File: config.mk
export PLATFORM = sky130hd
export DESIGN_NAME = prefix_accum_flat
export DESIGN_NICKNAME = d
export VERILOG_FILES = /design/src/rtl/prefix_accum_if.sv /design/src/rtl/prefix_accum.sv /design/src/flat_wrapper.sv
export SDC_FILE = /design/constraint.sdc
export NUM_CORES = 1
export LEC_CHECK = 0
export CAP_MARGIN = 20
export CORE_MARGIN = 2
export CORE_UTILIZATION = 40
export CTS_BUF_LIST = sky130_fd_sc_hd__clkbuf_4
export DETAILED_ROUTE_END_ITERATION = 7
export PLACE_DENSITY_LB_ADDON = 0.15
export SLEW_MARGIN = 20
export SYNTH_ARGS = -nofsm -noshare
export SYNTH_HDL_FRONTEND = slang
export SYNTH_SLANG_ARGS = --single-unit
File: constraint.sdc
create_clock -name sys_clk -period 8.9 [get_ports sys_clk]
set_input_delay 2.225 -clock sys_clk [delete_from_list [all_inputs] [get_ports sys_clk]]
set_output_delay 2.225 -clock sys_clk [all_outputs]
set_load 0.1 [all_outputs]
File: src/rtl/prefix_accum_if.sv
// Handshake and memory-port bundle for prefix_accum.
// slave = the accumulator itself, master = the requester / memory side.
interface prefix_accum_if #(
    parameter int DATA_W = 32,
    parameter int ADDR_W = 8
);
    logic              start;
    logic [ADDR_W:0]   n;
    logic              mode;
    logic              a_rd_en;
    logic [ADDR_W-1:0] a_addr;
    logic [DATA_W-1:0] a_rdata;
    logic              b_we;
    logic [ADDR_W-1:0] b_addr;
    logic [DATA_W-1:0] b_wdata;
    logic              busy;
    logic              done;
    logic [DATA_W-1:0] return_val;

    modport slave (
        input  start, n, mode, a_rdata,
        output a_rd_en, a_addr, b_we, b_addr, b_wdata, busy, done, return_val
    );

    modport master (
        output start, n, mode, a_rdata,
        input  a_rd_en, a_addr, b_we, b_addr, b_wdata, busy, done, return_val
    );
endinterface

File: src/rtl/prefix_accum.sv
// Prefix-sum / reduction engine: reads A[0..count-1], optionally writes running sums to B.
// Define PREFIX_ACCUM_SAT_EN for unsigned saturating accumulation instead of wrap-around.
module prefix_accum #(
    parameter int DATA_W = 32,
    parameter int ADDR_W = 8
) (
    input  logic          sys_clk,
    input  logic          sys_rst_n,
    prefix_accum_if.slave bus
);
    typedef enum logic [3:0] {
        IDLE = 4'b0001,
        RD   = 4'b0010,
        ACC  = 4'b0100,
        FIN  = 4'b1000
    } state_t;

    localparam logic [ADDR_W:0] DEPTH_C = {1'b1, {ADDR_W{1'b0}}};

    state_t            state_q, state_d;
    logic [ADDR_W:0]   count_q, count_d;
    logic [ADDR_W-1:0] i_q, i_d;
    logic [DATA_W-1:0] sum_q, sum_d;
    logic [DATA_W-1:0] ret_q, ret_d;
    logic              mode_q, mode_d;
    logic [DATA_W-1:0] accSum;
    logic [ADDR_W:0]   nClamp;
    logic              lastElem;

`ifdef PREFIX_ACCUM_SAT_EN
    logic [DATA_W:0] wideSum;

    // The carry out of the widened add marks overflow; pin to all-ones.
    always_comb begin
        wideSum = {1'b0, sum_q} + {1'b0, bus.a_rdata};
        accSum  = wideSum[DATA_W] ? {DATA_W{1'b1}} : wideSum[DATA_W-1:0];
    end
`else
    always_comb begin
        accSum = sum_q + bus.a_rdata;
    end
`endif

    assign nClamp   = (bus.n > DEPTH_C) ? DEPTH_C : bus.n;
    assign lastElem = (({1'b0, i_q}) + (ADDR_W+1)'(1)) == count_q;

    always_ff @(posedge sys_clk or negedge sys_rst_n) begin
        if (!sys_rst_n) begin
            state_q <= IDLE;
            count_q <= '0;
            i_q     <= '0;
            sum_q   <= '0;
            ret_q   <= '0;
            mode_q  <= 1'b0;
        end else begin
            state_q <= state_d;
            count_q <= count_d;
            i_q     <= i_d;
            sum_q   <= sum_d;
            ret_q   <= ret_d;
            mode_q  <= mode_d;
        end
    end

    always_comb begin
        state_d     = state_q;
        count_d     = count_q;
        i_d         = i_q;
        sum_d       = sum_q;
        ret_d       = ret_q;
        mode_d      = mode_q;
        bus.a_rd_en = 1'b0;
        bus.a_addr  = i_q;
        bus.b_we    = 1'b0;
        bus.b_addr  = i_q;
        bus.b_wdata = accSum;
        bus.done    = 1'b0;

        unique case (state_q)
            IDLE: begin
                if (bus.start) begin
                    count_d = nClamp;
                    mode_d  = bus.mode;
                    sum_d   = '0;
                    i_d     = '0;
                    state_d = (nClamp != '0) ? RD : FIN;
                end
            end
            RD: begin
                bus.a_rd_en = 1'b1;
                state_d     = ACC;
            end
            ACC: begin
                sum_d    = accSum;
                bus.b_we = !mode_q;
                // Holding i on the last element keeps it inside the address range.
                if (lastElem) begin
                    state_d = FIN;
                end else begin
                    i_d     = i_q + ADDR_W'(1);
                    state_d = RD;
                end
            end
            FIN: begin
                bus.done = 1'b1;
                ret_d    = sum_q;
                state_d  = IDLE;
            end
            default: state_d = IDLE;
        endcase
    end

    assign bus.busy       = (state_q != IDLE);
    assign bus.return_val = ret_q;
endmodule
File: src/flat_wrapper.sv
// flat-port wrapper written by rule: the top's interface ports become plain ports
module prefix_accum_flat 
#(
    parameter int DATA_W = 32,
    parameter int ADDR_W = 8
)
  (sys_clk, sys_rst_n, bus_start, bus_n, bus_mode, bus_a_rdata, bus_a_rd_en, bus_a_addr, bus_b_we, bus_b_addr, bus_b_wdata, bus_busy, bus_done, bus_return_val);
  prefix_accum_if #(.DATA_W(DATA_W), .ADDR_W(ADDR_W)) bus_i ();
  input  logic sys_clk;
  input  logic sys_rst_n;
  input wire logic [$bits(bus_i.start)-1:0] bus_start;
  input wire logic [$bits(bus_i.n)-1:0] bus_n;
  input wire logic [$bits(bus_i.mode)-1:0] bus_mode;
  input wire logic [$bits(bus_i.a_rdata)-1:0] bus_a_rdata;
  output wire logic [$bits(bus_i.a_rd_en)-1:0] bus_a_rd_en;
  output wire logic [$bits(bus_i.a_addr)-1:0] bus_a_addr;
  output wire logic [$bits(bus_i.b_we)-1:0] bus_b_we;
  output wire logic [$bits(bus_i.b_addr)-1:0] bus_b_addr;
  output wire logic [$bits(bus_i.b_wdata)-1:0] bus_b_wdata;
  output wire logic [$bits(bus_i.busy)-1:0] bus_busy;
  output wire logic [$bits(bus_i.done)-1:0] bus_done;
  output wire logic [$bits(bus_i.return_val)-1:0] bus_return_val;
  assign bus_i.start = bus_start;
  assign bus_i.n = bus_n;
  assign bus_i.mode = bus_mode;
  assign bus_i.a_rdata = bus_a_rdata;
  assign bus_a_rd_en = bus_i.a_rd_en;
  assign bus_a_addr = bus_i.a_addr;
  assign bus_b_we = bus_i.b_we;
  assign bus_b_addr = bus_i.b_addr;
  assign bus_b_wdata = bus_i.b_wdata;
  assign bus_busy = bus_i.busy;
  assign bus_done = bus_i.done;
  assign bus_return_val = bus_i.return_val;
  prefix_accum #(.DATA_W(DATA_W), .ADDR_W(ADDR_W)) u_core (.sys_clk(sys_clk), .sys_rst_n(sys_rst_n), .bus(bus_i));
endmodule
Word level (Yosys, flattened, before mapping):

Cells that the tools add are included.

* bits in registers: 86
* bits of input ports: 45
* output and inout port bits: 84

* add/subtract/negate cells: 3
* magnitude comparators: 1
* equality and inequality tests: 8
* multiplexer cells: 13
* reduce and logical (&&, ||, !) cells: 6

Operator list (number)
* 32-bit one-hot mux with 2 select lines: 1
* 32-bit adder: 1
* 32-bit two-way mux: 1
* 8-bit two-way mux: 2
* 8-bit one-hot mux with 2 select lines: 1
* 4-bit two-way mux: 3
* 4-bit one-hot mux with 3 select lines: 1
* 8-bit by 1-bit adder with 9-bit output, second input constant: 1
* 9-bit equality test: 1
* 9-bit greater-than comparator, second input constant: 1
* 9-bit two-way mux: 1
* 9-bit nonzero test: 1
* 8-bit by 1-bit adder with 8-bit output, second input constant: 1
* 4-bit by 1-bit equality test with 1-bit output, second input constant: 1
* 4-bit by 2-bit equality test with 1-bit output, second input constant: 1
* 4-bit by 3-bit equality test with 1-bit output, second input constant: 1
* 4-bit equality test, second input constant: 1
* 2-bit != test, second input constant: 2
* 4-bit by 1-bit != test with 1-bit output, second input constant: 1
* 2-bit AND reduction: 2
* 1-bit two-way mux: 3
* 3-bit AND reduction: 1
* 2-bit nonzero test: 1
* 1-bit logical NOT: 1

Longest topological paths before layout:

Gate-level depths: netlist of run 1.

* depth in word-level cells: 6
* gate-level depth with buffers: 10
* depth with buffers taken out: 10

Worst setup path after synthesis of run 1:

Ideal clock, no wire load.

* kind: input -> output
* from: input port bus_a_rdata[0]
* to: output port bus_b_wdata[24]
* data arrival time: 5.629 ns
* path slack: 1.046 ns
* cell stages on the path: 9
* path buffers: 0
* path through: ha_1 -> fa_1 -> a21o_1 -> a221oi_2 -> nor2_1 -> a211o_1 -> o221ai_1 -> o21ai_1 -> xor2_1

* longest elaborated chain between the ends: 1

RTL lines
* from (decl): RTL line flat_wrapper.sv:14 `input wire logic [$bits(bus_i.a_rdata)-1:0] bus_a_rdata;`
* 32-bit adder: RTL line prefix_accum.sv:40 `accSum = sum_q + bus.a_rdata;`
* to (decl): RTL line flat_wrapper.sv:19 `output wire logic [$bits(bus_i.b_wdata)-1:0] bus_b_wdata;`

No other way between the ends.

Worst setup path in the final report of run 1:

* from: input port bus_a_rdata[0]
* to: output port bus_b_wdata[28]

The elaborated chain is that of the path after synthesis.

==> flow_summary.json, run 1 <==
{
  "end_kind": "primary output",
  "regToRegSetupSlack_ps": 5580,
  "worstRegToRegCells": 10,
  "grt_usage": 0.208,
  "die-area_mm2": 0.0147,
  "grt_first_pass_wirelength_um": 24000,
  "num_rows": 42,
  "hold_viol": 0,
  "finalSetupTns_ps": 0,
  "yosysTopAreaCell": "dfrtp_1",
  "yosys-top-cells-count": "dfrtp_1 (85), nand2_1 (69), a21oi_1 (38)",
  "htreeDepth": 3,
  "arrival_ps": 5700,
  "clockRootBuffer": "clkbuf_4",
  "required_ps": 6680,
  "ctsHoldBuffers": 0,
  "status": "complete, no violations",
  "relSlewSlack": 0.320,
  "syn_inst": 585,
  "core_area_mm2": 0.0133,
  "clk_latency_ps": 470,
  "numCtsBuffers": 9,
  "cp-start-kind": "input pin",
  "drive_above_1_share": 0.131,
  "tightest_slew_ps": 1020,
  "setup_violations": 0,
  "die_h_um": 121,
  "ys_top_cells_by_area": "dfrtp_1 (39%), mux2_2 (7.4%), ha_1 (7.3%)",
  "syn_nets": 663,
  "p_leak_nw": 3.32,
  "layout.nets": 769,
  "path_clk_slew_ps": 120,
  "final_util": 0.524,
  "rsz0062_at_grt": "false",
  "dr.first_iter.drc_count": 208,
  "fmax_mhz": 126,
  "synth_ff_type": "dfrtp_1",
  "synth_most_common_cell": "dfrtp_1",
  "cts_setup_buffers": 0,
  "p_per_area_mw_per_mm2": 280,
  "totalWireLength_um": 14700,
  "hold-worst-slack_ps": 520,
  "cp_slowest_cell": "a221oi_2",
  "syn_area_mm2": 0.00551,
  "cts_buffer_depth": 2,
  "synth.avg_cell_area_um2": 9.42,
  "synth_top_area_share": 0.386,
  "via_per_inst": 5.50,
  "whs_path_depth": 1,
  "peakVddDrop_mv": 0.198,
  "overflow": 0,
  "reg2reg_to": "u_core.sum_q[24]",
  "worstHoldEndpoint": "u_core.bus.return_val[4]",
  "yosys_register_bits": 86,
  "area_growth_pct": 26.8,
  "postCtsResizedCells": 0,
  "crit_fanout": 4,
  "dpl.cell_count": 856,
  "finalCriticalPeriod_ps": 7930,
  "dp.final_hpwl_um": 10800,
  "cts.sinks": 86,
  "drv_cap": 0,
  "drc": 0,
  "drv_slew": 0,
  "initial_core_util": 0.413,
  "antenna_found_initial": 1,
  "preCtsSetupSlack_ps": 1010,
  "synth-async-reset-ratio": 1.00,
  "critPathKind": "input pin to primary output",
  "yosys_warnings": 0,
  "drtAntennaViolNets": 0,
  "grt_start_max_net_pins": 57,
  "wl_per_cell_um": 16.9,
  "final_cell_count_no_fill": 873,
  "synth_edf_count": 0,
  "vias": 4805,
  "hold_path.class": "flop to flop",
  "cts_tree": "yes",
  "fp.dieW_um": 121,
  "fin_worst_skew_ps": 10.7,
  "place.port_buffers": 128,
  "worstPathCellList": "clkdlybuf4s50_1 -> ha_1 -> fa_1 -> a21o_1 -> a221oi_2 -> nor2_1 -> a211o_1 -> o221ai_1 -> o21ai_1 -> a21oi_1 -> xnor2_1 -> buf_4",
  "globalplace.congestion": 0.908,
  "grt_pass1_vias": 4780,
  "min_from": "u_core.bus.return_val[4]",
  "rr_startpoint": "u_core.sum_q[0]",
  "post-route-period-util": 0.891,
  "synth_seq_area_share": 0.391,
  "ios": 129,
  "yosysUniqueCellTypes": 60,
  "firstDrtPassIters": 5,
  "fin_ws_ps": 973,
  "cpPeakStageDelay_ps": 430
}
==> metal layers <==
layer	global-route usage	up-vias	routed length (um)
met5	0	-	0
met4	0.0797	0	272
met3	0.0338	19	689
met2	0.328	152	6850
met1	0.286	2301	6940
li1	-	2333	-
==> power by group <==
part | leakage (nW) | switching, mW | internal [mW]
clock | 0.0883 | 0.138 | 0.118
sequential | 1.18 | 0.0640 | 0.451
combinational | 2.05 | 0.878 | 0.305
total | 3.32 | 1.08 | 0.875
==> worst max-delay path, delay by kind of cell <==
| family | cells | cell delay (ps) |
|---|---|---|
| AO/OA/AOI/OAI | 6 | 1880 |
| XOR/XNOR | 1 | 130 |
| adder cells (fa/ha/maj) | 2 | 650 |
| buffers and inverters | 2 | 710 |
| AND/OR/NAND/NOR | 1 | 100 |
==> cell type report <==
cell class | instances | area [um2]
fillers | 1237 | 6360
multi-input cells | 452 | 3160
flip-flops and latches | 86 | 2150
repair buffers | 133 | 1260
well taps | 176 | 220
clock buffers | 11 | 82.6
clock inverters | 5 | 73.8
inverters | 9 | 33.8
diodes | 1 | 2.50
==> state kept, by name (all words and copies together) (netlist names) <==
register,count
u_core.bus.a_addr,8
u_core.bus.return_val,32
u_core.count_q,9
u_core.mode_q,1
u_core.state_q,4
u_core.sum_q,32
==> through the flow <==
step	cell area, um2	power, mW
final	6990	1.95
after global routing	6990	2.06
after CTS	6990	1.97
after detailed placement	6830	1.70
after global placement	6830	1.69
after floorplan	5510	1.43
==> placed cells by master, fill, tap and decap left out, types with 2 or more instances in the layout <==
cell             netlist  routed
nand2_1               69      69
xor2_1                18      18
o21ai_0               35      35
o21a_1                 2       2
a22o_1                 8       8
nor4b_1                4       3
clkbuf_4               0      11
inv_1                  9       9
nor3_1                 4       4
bufinv_16              0       2
nor2_1                34      34
a2111oi_0              2       2
a211o_1                2       2
buf_4                  9      28
a21o_1                18      18
nand4_1                9       9
nand2b_1              15      15
clkdlybuf4s50_1        0     105
o211a_1                2       2
and3_1                12      12
mux2_2                36      36
ha_1                  32      32
and4_1                 3       3
o31ai_1                4       4
mux2i_1                5       5
o211ai_1               4       4
dfrtp_1               85      85
a21oi_1               38      38
o21bai_1               9       9
clkinv_2               0       2
o221ai_1               2       2
xnor2_1               22      22
a31oi_1                7       7
a211oi_1               3       3
nor4_1                 2       2
nor2b_1                2       2
nand3_1               25      25
==> how the worst max path moves through the flow <==
| stage | to | slack, ps | cells after the start | startpoint |
|---|---|---|---|---|
| 2_1_floorplan | bus_b_wdata[24] | 1050 | 9 | bus_a_rdata[0] |
| 3_3_place_gp | bus_b_wdata[28] | 1050 | 12 | bus_a_rdata[0] |
| 3_5_place_dp | bus_b_wdata[28] | 1010 | 12 | bus_a_rdata[0] |
| 4_1_cts | bus_b_wdata[28] | 1010 | 12 | bus_a_rdata[0] |
| 5_1_grt | bus_b_wdata[28] | 780 | 12 | bus_a_rdata[0] |
| 6_report | bus_b_wdata[28] | 970 | 12 | bus_a_rdata[0] |
==> logic make-up after synthesis <==
family                   after synthesis  synth area share
multiplexers                          41            0.0826
AND/OR/NAND/NOR                      188             0.170
flip-flops                            86             0.391
buffers and inverters                 47            0.0386
AO/OA/AOI/OAI                        150             0.178
XOR/XNOR                              40            0.0636
adder cells (fa/ha/maj)               33            0.0763
No activity file was read; power rests on OpenSTA's default activity.
==> run 2: changes to the inputs <==
Settings changed: GPL_ROUTABILITY_DRIVEN set to 0, HOLD_SLACK_MARGIN set to 0.03.
==> run 2 against run 1 <==
Effect of this change:
- global-route usage decreased by 0.37 points
- clock skew increased by 1.4 ps
- die area unchanged
- sequential power about the same
- register-to-register slack improved by 60 ps
- sequential share of layout area increased by 0.14 points
- clock power decreased by 16%
- largest cell class unchanged
- highest routed layer unchanged
==> flow_summary.json, run 2 (synthesized netlist as in run 1, its figures left out) <==
{
  "status": "complete, no violations",
  "wl_per_cell_um": 16.6,
  "arrival_ps": 5690,
  "drtAntennaViolNets": 0,
  "relSlewSlack": 0.308,
  "tightest_slew_ps": 1030,
  "dr.first_iter.drc_count": 237,
  "drv_slew": 0,
  "layout_common_cells": "clkdlybuf4s50_1 (105), dfrtp_1 (85), nand2_1 (69)",
  "postCtsResizedCells": 0,
  "cts_setup_buffers": 0,
  "drc": 0,
  "worstPathCellList": "clkdlybuf4s50_1 -> ha_1 -> fa_1 -> a21o_1 -> a221oi_2 -> nor2_1 -> a211o_1 -> o221ai_1 -> o21ai_1 -> a21oi_1 -> xnor2_1 -> buf_4",
  "initial_core_util": 0.413,
  "numCtsBuffers": 9,
  "reg2reg_to": "u_core.sum_q[24]",
  "required_ps": 6680,
  "htreeDepth": 3,
  "critPathKind": "input pin to primary output",
  "area_growth_pct": 26.2,
  "post-route-period-util": 0.889,
  "grt_start_max_net_pins": 57,
  "fmax_mhz": 126,
  "min_from": "u_core.count_q[0]",
  "totalWireLength_um": 14500,
  "regToRegSetupSlack_ps": 5640,
  "clk_latency_ps": 460,
  "rr_startpoint": "u_core.sum_q[0]",
  "core_area_mm2": 0.0133,
  "worstRegToRegCells": 10,
  "cts_tree": "yes",
  "finalSetupTns_ps": 0,
  "ios": 129,
  "die-area_mm2": 0.0147,
  "firstDrtPassIters": 4,
  "cpPeakStageDelay_ps": 440,
  "p_per_area_mw_per_mm2": 275,
  "worstHoldEndpoint": "u_core.count_q[0]",
  "worstSetupStartpoint": "bus_a_rdata[0]",
  "crit_fanout": 4,
  "grt_first_pass_wirelength_um": 23800,
  "layout.nets": 769,
  "whs_path_depth": 2,
  "hold-worst-slack_ps": 517,
  "hold_path.class": "flop to flop",
  "rsz0062_at_grt": "false",
  "finalCriticalPeriod_ps": 7920,
  "vias": 4800,
  "via_per_inst": 5.49,
  "end_kind": "primary output",
  "grt_pass1_vias": 4746,
  "peakVddDrop_mv": 0.239,
  "hold_viol": 0,
  "drv_cap": 0,
  "ctsHoldBuffers": 0,
  "place.port_buffers": 128,
  "fp.dieW_um": 121,
  "num_rows": 42,
  "cts_buffer_depth": 2,
  "fin_worst_skew_ps": 12.1,
  "cp_slowest_cell": "a221oi_2",
  "die_h_um": 121,
  "drive_above_1_share": 0.126,
  "cts.sinks": 86,
  "dp.final_hpwl_um": 10500,
  "grt_usage": 0.204,
  "overflow": 0,
  "p_leak_nw": 3.30,
  "path_clk_slew_ps": 130,
  "antenna_found_initial": 1,
  "clockRootBuffer": "clkbuf_4",
  "final_common_cell": "clkdlybuf4s50_1",
  "cp-start-kind": "input pin",
  "setup_violations": 0
}
-- run 2: layer usage --
layer  up-vias  global-route usage  part of all wire
li1       2325                   -                 -
met1      2334               0.287              0.48
met2       124               0.318              0.46
met3        17              0.0334             0.042
met4         0              0.0711             0.016
met5         -                   0                 0
-- run 2: stage by stage --
stage               cells  cell area (um2)  total power, mW  worst slack (ps)   util
finish                874             6960             1.91               985  0.521
global route          874             6960             2.02               810  0.521
CTS                   872             6950             1.92              1020  0.521
detailed placement    856             6830             1.70              1030  0.512
global placement      856             6830             1.69              1060  0.512
floorplan             585             5510             1.43              1050      -
-- run 2: layout make-up --
cell class	count	area [um2]
Antenna cell	2	5.00
Sequential cell	86	2150
Timing Repair Buffer	133	1260
Inverter	9	33.8
Fill cell	1263	6390
Clock buffer	9	67.6
Multi-Input combinational cell	452	3160
Tap cell	176	220
Clock inverter	7	55.1
-- run 2: how the worst max path moves through the flow --
| stage | to |
|---|---|
| after floorplan | bus_b_wdata[24] |
| after global placement | bus_b_wdata[28] |
| after detailed placement | bus_b_wdata[28] |
| after CTS | bus_b_wdata[28] |
| after global routing | bus_b_wdata[28] |
| final | bus_b_wdata[28] |
-- run 2: worst max-delay path, delay by kind of cell --
kind | cells | cell delay [ps]
and+or+nand+nor | 1 | 100
adders and majority gates | 2 | 630
AOI/OAI and AO/OA | 6 | 1860
buffers and inverters | 2 | 730
xor gates and xnor gates | 1 | 140
-- run 2: report_power, final --
part / leakage, nW / internal, mW / switching (mW) / total [mW]
Combinational: 2.05 / 0.305 / 0.879 / 1.18
Sequential: 1.18 / 0.451 / 0.0621 / 0.513
Clock: 0.0696 / 0.0812 / 0.134 / 0.215
Total: 3.30 / 0.837 / 1.08 / 1.91
==> run 3: changes to the inputs <==
Settings changed: CAP_MARGIN 20 to unset.
==> results of run 3 <==
Final layout, timing and power as in run 2 (identical DEF).
